<file path="config.mk">
export PLATFORM = sky130hd
export DESIGN_NAME = pipeline_hazard_ctrl
export DESIGN_NICKNAME = d
export VERILOG_FILES = /design/src/rtl/pipeline_hazard_pkg.sv /design/src/rtl/hz_shadow_stage.sv /design/src/rtl/pipeline_hazard_ctrl.sv
export SDC_FILE = /design/constraint.sdc
export NUM_CORES = 1
export LEC_CHECK = 0
export BUFFER_PORTS_ARGS = -buffer_cell sky130_fd_sc_hd__buf_2
export CORE_MARGIN = 4
export CORE_UTILIZATION = 35
export CTS_CLUSTER_DIAMETER = 200
export DETAILED_ROUTE_END_ITERATION = 6
export PLACE_DENSITY_LB_ADDON = 0.05
export SLEW_MARGIN = 10
export SYNTH_ARGS = -nofsm -noshare
export SYNTH_HDL_FRONTEND = slang
export SYNTH_SLANG_ARGS = --single-unit
</file>
<file path="constraint.sdc">
create_clock -name clk -period 7.2 [get_ports clk]
set_input_delay 1.44 -clock clk [delete_from_list [all_inputs] [get_ports clk]]
set_output_delay 1.44 -clock clk [all_outputs]
set_load 0.05 [all_outputs]
</file>
<file path="src/rtl/pipeline_hazard_pkg.sv">
// Shared types and constants for the pipeline data-hazard controller.
// Shadow rd fields are stored at SHADOW_RD_W bits; REG_W must not exceed it.
package pipeline_hazard_pkg;

  localparam logic [1:0] FWD_REG    = 2'b00;
  localparam logic [1:0] FWD_EXALU  = 2'b01;
  localparam logic [1:0] FWD_MEMALU = 2'b10;
  localparam logic [1:0] FWD_MEMLD  = 2'b11;

  localparam int SHADOW_RD_W = 8;

  typedef struct packed {
    logic                   valid;
    logic [SHADOW_RD_W-1:0] rd;
    logic                   wreg;
    logic                   m2reg;
  } shadow_stage_t;

  localparam logic [SHADOW_RD_W-1:0] REG_ZERO = '0;

  // A stage can supply src only if it really writes a non-zero register equal to src.
  function automatic logic dest_match(input shadow_stage_t s,
                                      input logic [SHADOW_RD_W-1:0] src);
    return s.valid & s.wreg & (s.rd != REG_ZERO) & (s.rd == src);
  endfunction

endpackage

</file>
<file path="src/rtl/hz_shadow_stage.sv">
// One shadow pipeline slot: loads d_i each edge unless held; clr_valid_i
// inserts an empty slot instead.
module hz_shadow_stage
  import pipeline_hazard_pkg::*;
(
  input  logic          clk,
  input  logic          rst,
  input  logic          hold_i,
  input  logic          clr_valid_i,
  input  shadow_stage_t d_i,
  output shadow_stage_t q_o
);

  shadow_stage_t stage_q, stage_d;

  always_comb begin
    stage_d = stage_q;
    if (!hold_i) begin
      stage_d = d_i;
      if (clr_valid_i) stage_d.valid = 1'b0;
    end
  end

  always_ff @(posedge clk) begin
    if (rst) stage_q <= '0;
    else     stage_q <= stage_d;
  end

  assign q_o = stage_q;

endmodule

</file>
<file path="src/rtl/pipeline_hazard_ctrl.sv">
// Data-hazard controller beside ID: load-use stall, branch flush, operand
// forwarding selects from shadow EX/MEM destination info, plus perf counters.
module pipeline_hazard_ctrl
  import pipeline_hazard_pkg::*;
#(
  parameter int REG_W = 5,
  parameter int CNT_W = 32
) (
  input  logic             clk,
  input  logic             rst,
  input  logic             mem_wait,
  input  logic             id_valid,
  input  logic [REG_W-1:0] id_rs,
  input  logic [REG_W-1:0] id_rt,
  input  logic             id_use_rs,
  input  logic             id_use_rt,
  input  logic [REG_W-1:0] id_rd,
  input  logic             id_wreg,
  input  logic             id_m2reg,
  input  logic             id_branch_taken,
  output logic             wpcir,
  output logic             bubble,
  output logic             flush_ifid,
  output logic [1:0]       fwd_a,
  output logic [1:0]       fwd_b,
  output logic [CNT_W-1:0] stall_count,
  output logic [CNT_W-1:0] flush_count
);

  shadow_stage_t ex_q, mem_q, id_stage;
  logic [SHADOW_RD_W-1:0] rs_ext, rt_ext;
  logic loaduse;
  logic [CNT_W-1:0] stall_count_q, stall_count_d;
  logic [CNT_W-1:0] flush_count_q, flush_count_d;

  assign rs_ext = SHADOW_RD_W'(id_rs);
  assign rt_ext = SHADOW_RD_W'(id_rt);

  assign id_stage.valid = id_valid;
  assign id_stage.rd    = SHADOW_RD_W'(id_rd);
  assign id_stage.wreg  = id_wreg;
  assign id_stage.m2reg = id_m2reg;

  // Load in EX whose result a real ID instruction needs right now.
  assign loaduse = id_valid & ex_q.m2reg &
                   ((id_use_rs & dest_match(ex_q, rs_ext)) |
                    (id_use_rt & dest_match(ex_q, rt_ext)));

  assign wpcir      = ~mem_wait & ~loaduse;
  assign bubble     = ~mem_wait &  loaduse;
  assign flush_ifid = ~mem_wait & ~loaduse & id_valid & id_branch_taken;

  // EX loads never forward; such a source falls through to the MEM check.
  always_comb begin
    fwd_a = FWD_REG;
    if (dest_match(ex_q, rs_ext) && !ex_q.m2reg)
      fwd_a = FWD_EXALU;
    else if (dest_match(mem_q, rs_ext))
      fwd_a = mem_q.m2reg ? FWD_MEMLD : FWD_MEMALU;

    fwd_b = FWD_REG;
    if (dest_match(ex_q, rt_ext) && !ex_q.m2reg)
      fwd_b = FWD_EXALU;
    else if (dest_match(mem_q, rt_ext))
      fwd_b = mem_q.m2reg ? FWD_MEMLD : FWD_MEMALU;
  end

  hz_shadow_stage u_ex_stage (
    .clk         (clk),
    .rst         (rst),
    .hold_i      (mem_wait),
    .clr_valid_i (~id_valid | loaduse),
    .d_i         (id_stage),
    .q_o         (ex_q)
  );

  hz_shadow_stage u_mem_stage (
    .clk         (clk),
    .rst         (rst),
    .hold_i      (mem_wait),
    .clr_valid_i (1'b0),
    .d_i         (ex_q),
    .q_o         (mem_q)
  );

  always_comb begin
    stall_count_d = stall_count_q;
    flush_count_d = flush_count_q;
    if (!mem_wait) begin
      if (loaduse)    stall_count_d = stall_count_q + 1'b1;
      if (flush_ifid) flush_count_d = flush_count_q + 1'b1;
    end
  end

  always_ff @(posedge clk) begin
    if (rst) begin
      stall_count_q <= '0;
      flush_count_q <= '0;
    end else begin
      stall_count_q <= stall_count_d;
      flush_count_q <= flush_count_d;
    end
  end

  assign stall_count = stall_count_q;
  assign flush_count = flush_count_q;

endmodule
</file>
==> summary.md <==
| Metric | Value |
|---|---|
| Status | `finished clean` |
| Share of layout cells above drive strength 1 | `a little over a fifth` |
| Post-synth top cells | `dfxtp_1 (80), nor2_1 (44), a21oi_1 (42)` |
| Sink Count | `80` |
| Max_slew headroom | `between 40% and 50%` |
| Post-synthesis sequential area ratio | `39.8%` |
| Initial antenna violation count | `0` |
| Global-route wire length before repair | `between 15000 and 20000 um` |
| Hold_sp | `flush_count[29]` |
| Max-cap violation count | `0` |
| Largest net degree at the start of global routing | `84` |
| Gr ovfl total | `0` |
| Syn. warnings | `0` |
| Remaining DRCs | `0` |
| H-tree levels | `3` |
| Skew-Pair Late Insertion Delay | `0.33 ns` |
| Number of flops mapped to enable cells by yosys | `0` |
| Startpoint of the worst register-to-register path | `stall_count[3]` |
| Setup bufs post-CTS | `0` |
| Fin crit share | `a little under three quarters` |
| Post-CTS sizing | `0` |
| Worst clock skew | `0.00344 ns` |
| Arrival @ worst endpoint | `roughly 3.7 ns` |
| Total Nets Final | `around 600` |
| Switching part of the total | `a little under a quarter` |
| Final Hold Fails | `0` |
| DR vias | `roughly 3700` |
| WP data required | `5.76 ns` |
| Die width | `between 100 and 150 um` |
| Top cells by area, synth | `dfxtp_1 (40%), a21oi_1 (5.2%), xor2_1 (4.8%)` |
| FF-to-FF path depth | `5` |
| Largest area contributor in the netlist | `dfxtp_1` |
| Clk slew on worst S/H paths | `0.06 ns` |
| Final WL | `10600 um` |
| VDD IR max | `about 0.16 mV` |
| Mapped Nets | `500` |
| Setup-failing EPs final | `0` |
| FF+latch count, synth | `80` |
| Clock share of power | `45.7%` |
| NetSw | `210 uW` |
| ANT cells | `0` |
| Core box area | `between 10000 and 15000 sq um` |
| Final min period | `about 5.2 ns` |
| CP Launch Type | `input port` |
| Cell Pwr Density | `190 nW/um^2` |
| Leakage | `1.90 nW` |
| Async set or reset register ratio after synthesis | `0%` |
| # port buffers | `94` |
| Row cnt | `38` |
| Final Wtd Congestion | `0.744` |
| Hold endpoint | `flush_count[29]` |
| Die area | `13300 sq um` |
| Synthesized area per cell | `~8.5 sq um` |
| Sequential share of power | `48.9%` |
| Hold buffer count at CTS | `0` |
| Synthesized cell area | `a little over 4000 sq um` |
| Internal power | `717 uW` |
| Worst setup EP type | `primary output` |
| Yosys top cell area share | `39.8%` |
| Final hold slack | `0.493 ns` |
| Post-DP HPWL | `around 7400 um` |
| WL/cell | `~15 um` |
| P&R area growth vs syn | `21.0%` |
| Max Fclk | `just under 0.2 GHz` |
| Final ANT Viol Nets | `0` |
| Unique masters post-synth | `40` |
| Initial DRT Pass Iterations | `4` |
| Slew @ Worst Pin | `~0.88 ns` |
| Vias per cell | `~5.3` |
| CP Max Fanout | `44` |
| Worst r2r dst | `stall_count[30]` |
| Initial Utilization | `36.5%` |
| Worst min-delay path class | `flop to flop` |
| CTS root buf | `clkbuf_16` |
| RSZ-0062 raised after global routing | `false` |
| Comb pwr share | `~5.4%` |
| Vias in the first global route | `around 3400` |
| FF/Latch Area | `~1600 sq um` |
| Syn Inst Count | `around 470` |
| CTS tree | `yes` |
| GR Util All Layers | `between 15 and 20%` |
| CTS Buffer Depth | `2` |
| Hold path depth | `2` |
| Worst R2R Setup Slack | `approximately 4.4 ns` |
| Leading cell type by number of instances after synthesis | `dfxtp_1` |
| Die height | `around 120 um` |
| Slew Viols, Final | `0` |
| Prevailing post-synth register cell | `dfxtp_1` |
| CTS Buf Count | `9` |
| Area of the multi-input gates | `approximately 2300 sq um` |
| Critical path class | `input port to primary output` |
| # IOs | `95` |
| Fill cell count | `1176` |
| DR iter-0 viols | `165` |
| Final setup TNS | `0 ns` |
## cell families (layout without fill, tap and decap cells)
family	count (synthesis)	after routing	share of synthesized area, %
simple gates	192	192	26.1
fa+ha+maj	2	2	0.621
flops	80	80	39.8
compound gates	108	108	16.6
xor+xnor	39	39	8.48
mux	18	18	4.54
buf+inv	35	122	3.88
## power by group through the flow
stage | clock network, mW | logic (mW) | registers, mW
after floorplan | 0 | 0.0329 | 0.463
after global placement | 0 | 0.0501 | 0.463
after detailed placement | 0 | 0.0506 | 0.463
after CTS | 0.441 | 0.0510 | 0.454
after global routing | 0.460 | 0.0552 | 0.454
final | 0.423 | 0.0501 | 0.454
## cell type report
cell class              instances  area share, %
multi-input cells             359           46.9
flip-flops and latches         80           32.9
repair buffers                 98           10.3
clock buffers                  12           5.26
well taps                     140           3.60
inverters                       9          0.693
clock inverters                 3          0.360
## flip-flops by register name (all words and copies together) (netlist names)
signal and flops:
stall_count 32, u_mem_stage.q_o 8, u_ex_stage.q_o 8, flush_count 32
## metal layers
metal  routed length, um  GRT usage (%)  vias up
li1                    -              -     1915
met1                5130           21.1     1748
met2                4820           25.0       73
met3                 583           5.32        2
met4                  42           3.99        0
met5                   0              0        -
## stage by stage
stage          utilization [%]  setup slack [ns]  total power [mW]  instance area, sq um  std cells
6_report                  44.2              2.04             0.927                  4870        701
5_1_grt                   44.2              1.93             0.970                  4870        701
4_1_cts                   44.2              2.06             0.946                  4870        701
3_5_place_dp              41.7              2.06             0.514                  4600        686
3_3_place_gp              41.7              2.09             0.514                  4600        686
2_1_floorplan                -              2.65             0.496                  4030        474
## cells in the final DEF (no fill, tap or decap), types with 2 or more instances in the layout
cell,n
buf_4,4
dfxtp_1,80
xnor2_1,17
and3_1,10
nand3_1,19
nand2b_1,2
ha_1,2
o31ai_1,21
mux2i_1,16
buf_2,94
o211ai_1,12
or3_1,18
clkinv_2,2
nand4_1,13
xor2_1,22
o21ai_0,20
nor2_1,44
a21oi_1,42
o2111ai_1,8
nor3_1,7
mux2_2,2
and2_1,4
nand2_1,33
nor4_1,3
nor4_4,2
inv_1,9
and4_1,4
or4_1,22
clkbuf_16,9
nor2b_1,4
clkbuf_8,2
or3b_1,2
## worst max path at each step
stage / startpoint / end / cells after the start
detailed placement: id_rt[3] / flush_ifid / 9
global placement: id_rt[3] / flush_ifid / 9
finish: id_rt[3] / flush_ifid / 9
CTS: id_rt[3] / flush_ifid / 9
floorplan: id_rt[3] / wpcir / 7
global route: id_rs[3] / flush_ifid / 9
## worst max-delay path: stages
cell and delay (ns):
buf_2 0.12, xor2_1 0.14, or3b_1 0.42, nor4_4 0.14, buf_4 0.29, o21a_2 0.36
buf_4 0.43, nor2_1 0.13, buf_2 0.23
(Power assumes the default switching activity.)
